### config.mk
export PLATFORM = sky130hd
export DESIGN_NAME = onehot_encoder_stream
export DESIGN_NICKNAME = d
export VERILOG_FILES = /design/src/rtl/onehot_encoder_stream.sv
export SDC_FILE = /design/constraint.sdc
export NUM_CORES = 1
export LEC_CHECK = 0
export ABC_AREA = 1
export BUFFER_PORTS_ARGS = -buffer_cell sky130_fd_sc_hd__buf_2
export CORE_MARGIN = 2
export CORE_UTILIZATION = 35
export CTS_CLUSTER_SIZE = 10
export DETAILED_ROUTE_END_ITERATION = 7
export GPL_TIMING_DRIVEN = 0
export HOLD_SLACK_MARGIN = 0.08
export SLEW_MARGIN = 0
export SYNTH_ARGS = -nofsm -noshare
export SYNTH_HDL_FRONTEND = slang
export SYNTH_SLANG_ARGS = --single-unit
### constraint.sdc
create_clock -name clk -period 5.4 [get_ports clk]
set_input_delay 1.62 -clock clk [delete_from_list [all_inputs] [get_ports clk]]
set_output_delay 1.62 -clock clk [all_outputs]
set_load 0.01 [all_outputs]
### src/rtl/onehot_encoder_stream.sv
// onehot_encoder_stream
//   Streams one-hot words back into binary indices. Each accepted word is
//   encoded to the index of its lowest set bit, flagged as malformed when it
//   is not exactly one-hot, and queued in a 2-entry FIFO.
//
// Ports
//   clk        clock, rising edge
//   rst        synchronous reset, active-high
//   in_valid   upstream word valid
//   in_ready   block can accept a word (depends only on state and rst)
//   in_vec     one-hot input word, IN_BITS wide
//   out_valid  head-of-buffer result valid
//   out_ready  downstream accepts result
//   out_idx    binary index of head result (0 when out_valid=0)
//   out_err    head result came from a malformed word (0 when out_valid=0)
//   err_clr    synchronous clear of err_cnt
//   err_cnt    saturating count of malformed words accepted
module onehot_encoder_stream #(
    parameter  int unsigned BITS    = 3,
    parameter  int unsigned CNT_W   = 8,
    localparam int unsigned IN_BITS = 1 << BITS
) (
    input  logic               clk,
    input  logic               rst,
    input  logic               in_valid,
    output logic               in_ready,
    input  logic [IN_BITS-1:0] in_vec,
    output logic               out_valid,
    input  logic               out_ready,
    output logic [BITS-1:0]    out_idx,
    output logic               out_err,
    input  logic               err_clr,
    output logic [CNT_W-1:0]   err_cnt
);

    localparam logic [IN_BITS-1:0] VecOne = {{(IN_BITS-1){1'b0}}, 1'b1};
    localparam logic [CNT_W-1:0]   CntMax = {CNT_W{1'b1}};
    localparam logic [CNT_W-1:0]   CntOne = {{(CNT_W-1){1'b0}}, 1'b1};

    // FIFO state: slot "head" is presented on the outputs, "tail" is behind it.
    logic [1:0]       cnt_q, cnt_d;
    logic [BITS-1:0]  head_idx_q, head_idx_d;
    logic             head_err_q, head_err_d;
    logic [BITS-1:0]  tail_idx_q, tail_idx_d;
    logic             tail_err_q, tail_err_d;
    logic [CNT_W-1:0] err_cnt_q, err_cnt_d;

    logic [BITS-1:0]  enc_idx;
    logic             enc_err;
    logic             found;
    logic             push;
    logic             pop;

    // Lowest-set-bit priority encoder plus malformed detection.
    // A word is malformed when it is zero or has more than one bit set;
    // v & (v - 1) clears the lowest set bit, so nonzero means popcount > 1.
    always_comb begin
        enc_idx = '0;
        found   = 1'b0;
        for (int i = 0; i < IN_BITS; i++) begin
            if (in_vec[i] && !found) begin
                enc_idx = BITS'(i);
                found   = 1'b1;
            end
        end
        enc_err = (in_vec == '0) || ((in_vec & (in_vec - VecOne)) != '0);
    end

    assign in_ready  = !rst && (cnt_q != 2'd2);
    assign out_valid = (cnt_q != 2'd0);
    assign out_idx   = out_valid ? head_idx_q : '0;
    assign out_err   = out_valid ? head_err_q : 1'b0;
    assign err_cnt   = err_cnt_q;

    assign push = in_valid && in_ready;
    assign pop  = out_valid && out_ready;

    always_comb begin
        cnt_d      = cnt_q;
        head_idx_d = head_idx_q;
        head_err_d = head_err_q;
        tail_idx_d = tail_idx_q;
        tail_err_d = tail_err_q;

        if (push && pop) begin
            // Only reachable with cnt=1: the new word replaces the departing head.
            head_idx_d = enc_idx;
            head_err_d = enc_err;
        end else if (push) begin
            if (cnt_q == 2'd0) begin
                head_idx_d = enc_idx;
                head_err_d = enc_err;
            end else begin
                tail_idx_d = enc_idx;
                tail_err_d = enc_err;
            end
            cnt_d = cnt_q + 2'd1;
        end else if (pop) begin
            head_idx_d = tail_idx_q;
            head_err_d = tail_err_q;
            cnt_d      = cnt_q - 2'd1;
        end

        // Clear wins over the old value, but a same-cycle malformed accept still counts.
        err_cnt_d = err_cnt_q;
        if (err_clr) begin
            err_cnt_d = (push && enc_err) ? CntOne : '0;
        end else if (push && enc_err && (err_cnt_q != CntMax)) begin
            err_cnt_d = err_cnt_q + CntOne;
        end
    end

    always_ff @(posedge clk) begin
        if (rst) begin
            cnt_q      <= 2'd0;
            head_idx_q <= '0;
            head_err_q <= 1'b0;
            tail_idx_q <= '0;
            tail_err_q <= 1'b0;
            err_cnt_q  <= '0;
        end else begin
            cnt_q      <= cnt_d;
            head_idx_q <= head_idx_d;
            head_err_q <= head_err_d;
            tail_idx_q <= tail_idx_d;
            tail_err_q <= tail_err_d;
            err_cnt_q  <= err_cnt_d;
        end
    end

endmodule

==> metrics.yaml <==
final_layout:
  final_nets: 225
  area_growth_pct: 17.4
  num_antenna_cells: 0
  layout_common_cells: "nand2_1 (35), nor2_1 (34), inv_1 (27)"
  layout-drive-gt1-share_pct: 23.6
  final_area_um2: 1380
  final_common_cell: "nand2_1"
placement:
  gp_congestion: 0.812
  dpl.hpwl_um: 1820
  dpl_cell_area_um2: 1360
  place_ws_ns: 1.66
  portBuffers: 25
synthesis:
  syn-num-nets: 195
  ys_warn_count: 0
  yosysUniqueCellTypes: 32
  netlist_area_um2: 1180
  syn_area_per_cell_um2: 6.53
  synth_top_cells_by_area: "dfxtp_1 (31%), nand2_1 (11%), nor2_1 (11%), inv_1 (8.6%), o21ai_1 (5.1%)"
  synth_area_leader_cell: "dfxtp_1"
  postSynthCellCount: 180
  ys_ff_latch: 18
  synth_top_area_share_pct: 30.6
  ys_seq_area_share_pct: 30.6
grt:
  grt_max_degree: 11
  grt_use_total_pct: 14.2
  grt_overflow_total: 0
  grt_pass1_wl_um: 4110
  antenna_found_initial: 0
  grt_pass1_vias: 991
floorplanning:
  die_area_um2: 3840
  initial_utilization_pct: 35.8
  die-width_um: 62.0
  coreArea_um2: 3280
  ios: 27
  rows: 21
  die_height_um: 62.0
sta:
  fmax_ghz: 0.268
  slew_violations: 0
  period_share_pct: 69.0
  finalSetupTns_ns: 0
  worst_slack_ns: 1.67
  finalClockSkew_ns: 0.00421
  period_minus_slack_ns: 3.73
  hold_viol: 0
  rsz0062_at_grt: "false"
  max_slew.worst_pin.slew_ns: 0.446
  slew_headroom_pct: 70.2
  finalSetupViolCount: 0
setup_path:
  start_kind: "primary input"
  critPathRequiredTime_ns: 3.78
  criticalPathCategory: "primary input to output port"
  end_kind: "output port"
  reg2reg_depth: 9
  cp_max_fo: 10
  cp.arrival_ns: 2.11
flow_run:
  maxCapViolCount: 0
clock_network:
  clock-sinks: 18
  cts-hold-fix-buffers: 0
  cts_tree: "built"
  post_cts_buffers: 0
  root_buffer: "clkbuf_4"
  cts_buffers: 3
  cts_resized: 0
  clk_path_buf_depth: 2
  worstSkewPairLatency_ns: 0.30
  clkSlewWorstSetupHoldPaths_ns: 0.10
  cts.htree.levels: 1
routing:
  via_count: 1129
  drtPass1Iterations: 4
  wl_um: 2360
  viasPerCell: 4.44
  postRouteAntennaNets: 0
  wire_per_inst_um: 9.27
  drcViolationCount: 0
  drt_iter0_markers: 20
pwr:
  peakVddDrop_v: 0.000203
  leakage_nw: 0.672
  p_per_area_nw_per_um2: 293
min_path:
  hold_depth: 2
  hold_class: "register to register"
run_status:
  status: "complete, no violations"
==> critical path, cell delays in order <==
cell and delay (ns):
buf_2 0.18, a21oi_4 0.16, buf_2 0.15
==> power by group <==
part	internal [mW]	switching, mW	leakage [nW]
registers	0.156	0.0176	0.147
clock network	0.0260	0.0435	0.0138
logic	0.0634	0.0990	0.511
==> final timing paths <==
kind / start / end / slack, ns
worst max-delay path: rst / in_ready / 1.67
worst max register to register: cnt_q[1] / head_err_q / 3.67
worst min register to register: tail_idx_q[2] / tail_idx_q[2] / 0.47
worst min-delay path: tail_idx_q[2] / tail_idx_q[2] / 0.47
==> kinds of logic after synthesis <==
kind of cell	count (synthesis)	share of synthesized area (%)
buf+inv	34	11.7
simple gates	95	37.4
fa+ha+maj	2	2.13
compound gates	28	15.9
flops	18	30.6
xor+xnor	3	2.23
==> flip-flops by register name, indices dropped and copies added (netlist names) <==
register,count
tail_err_q,1
head_err_q,1
err_cnt,8
head_idx_q,3
tail_idx_q,3
cnt_q,2
==> cells in the mapped netlist, drive strengths merged <==
library cell,instances
nand2,39
nor2,37
inv,31
dfxtp,18
o21ai,13
nand3,10
a21oi,7
nand4,5
a31oi,4
buf,2
ha,2
nor3,2
or2,2
xnor2,2
a211oi,1
a21boi,1
clkinv,1
o211ai,1
o221ai,1
xor2,1
==> through the flow <==
stage	util [%]	power, mW	hold WS, ns	cells
after CTS	42.1	0.411	0.480	254
after global routing	42.1	0.443	0.518	254
after global placement	41.4	0.339	0.464	251
after floorplan	-	0.300	0.440	180
final	42.1	0.405	0.473	254
after detailed placement	41.4	0.341	0.460	251
==> routing by layer <==
metal / share of wire (%) / GRT usage, % / vias to the layer above
met4: 0.55 / 1.82 / 0
met2: 46 / 24.1 / 30
li1: - / - / 629
met5: 0 / 0 / -
met3: 5.3 / 4.97 / 2
met1: 48 / 17.9 / 468
==> final cells by class <==
type,instances,area (um^2)
flip-flops and latches,18,360
clock buffers,3,22.5
fillers,362,1900
well taps,46,57.6
inverters,32,121
repair buffers,25,125
multi-input cells,128,678
plain buffers,2,16.3
No activity file was read; power rests on OpenSTA's default activity.
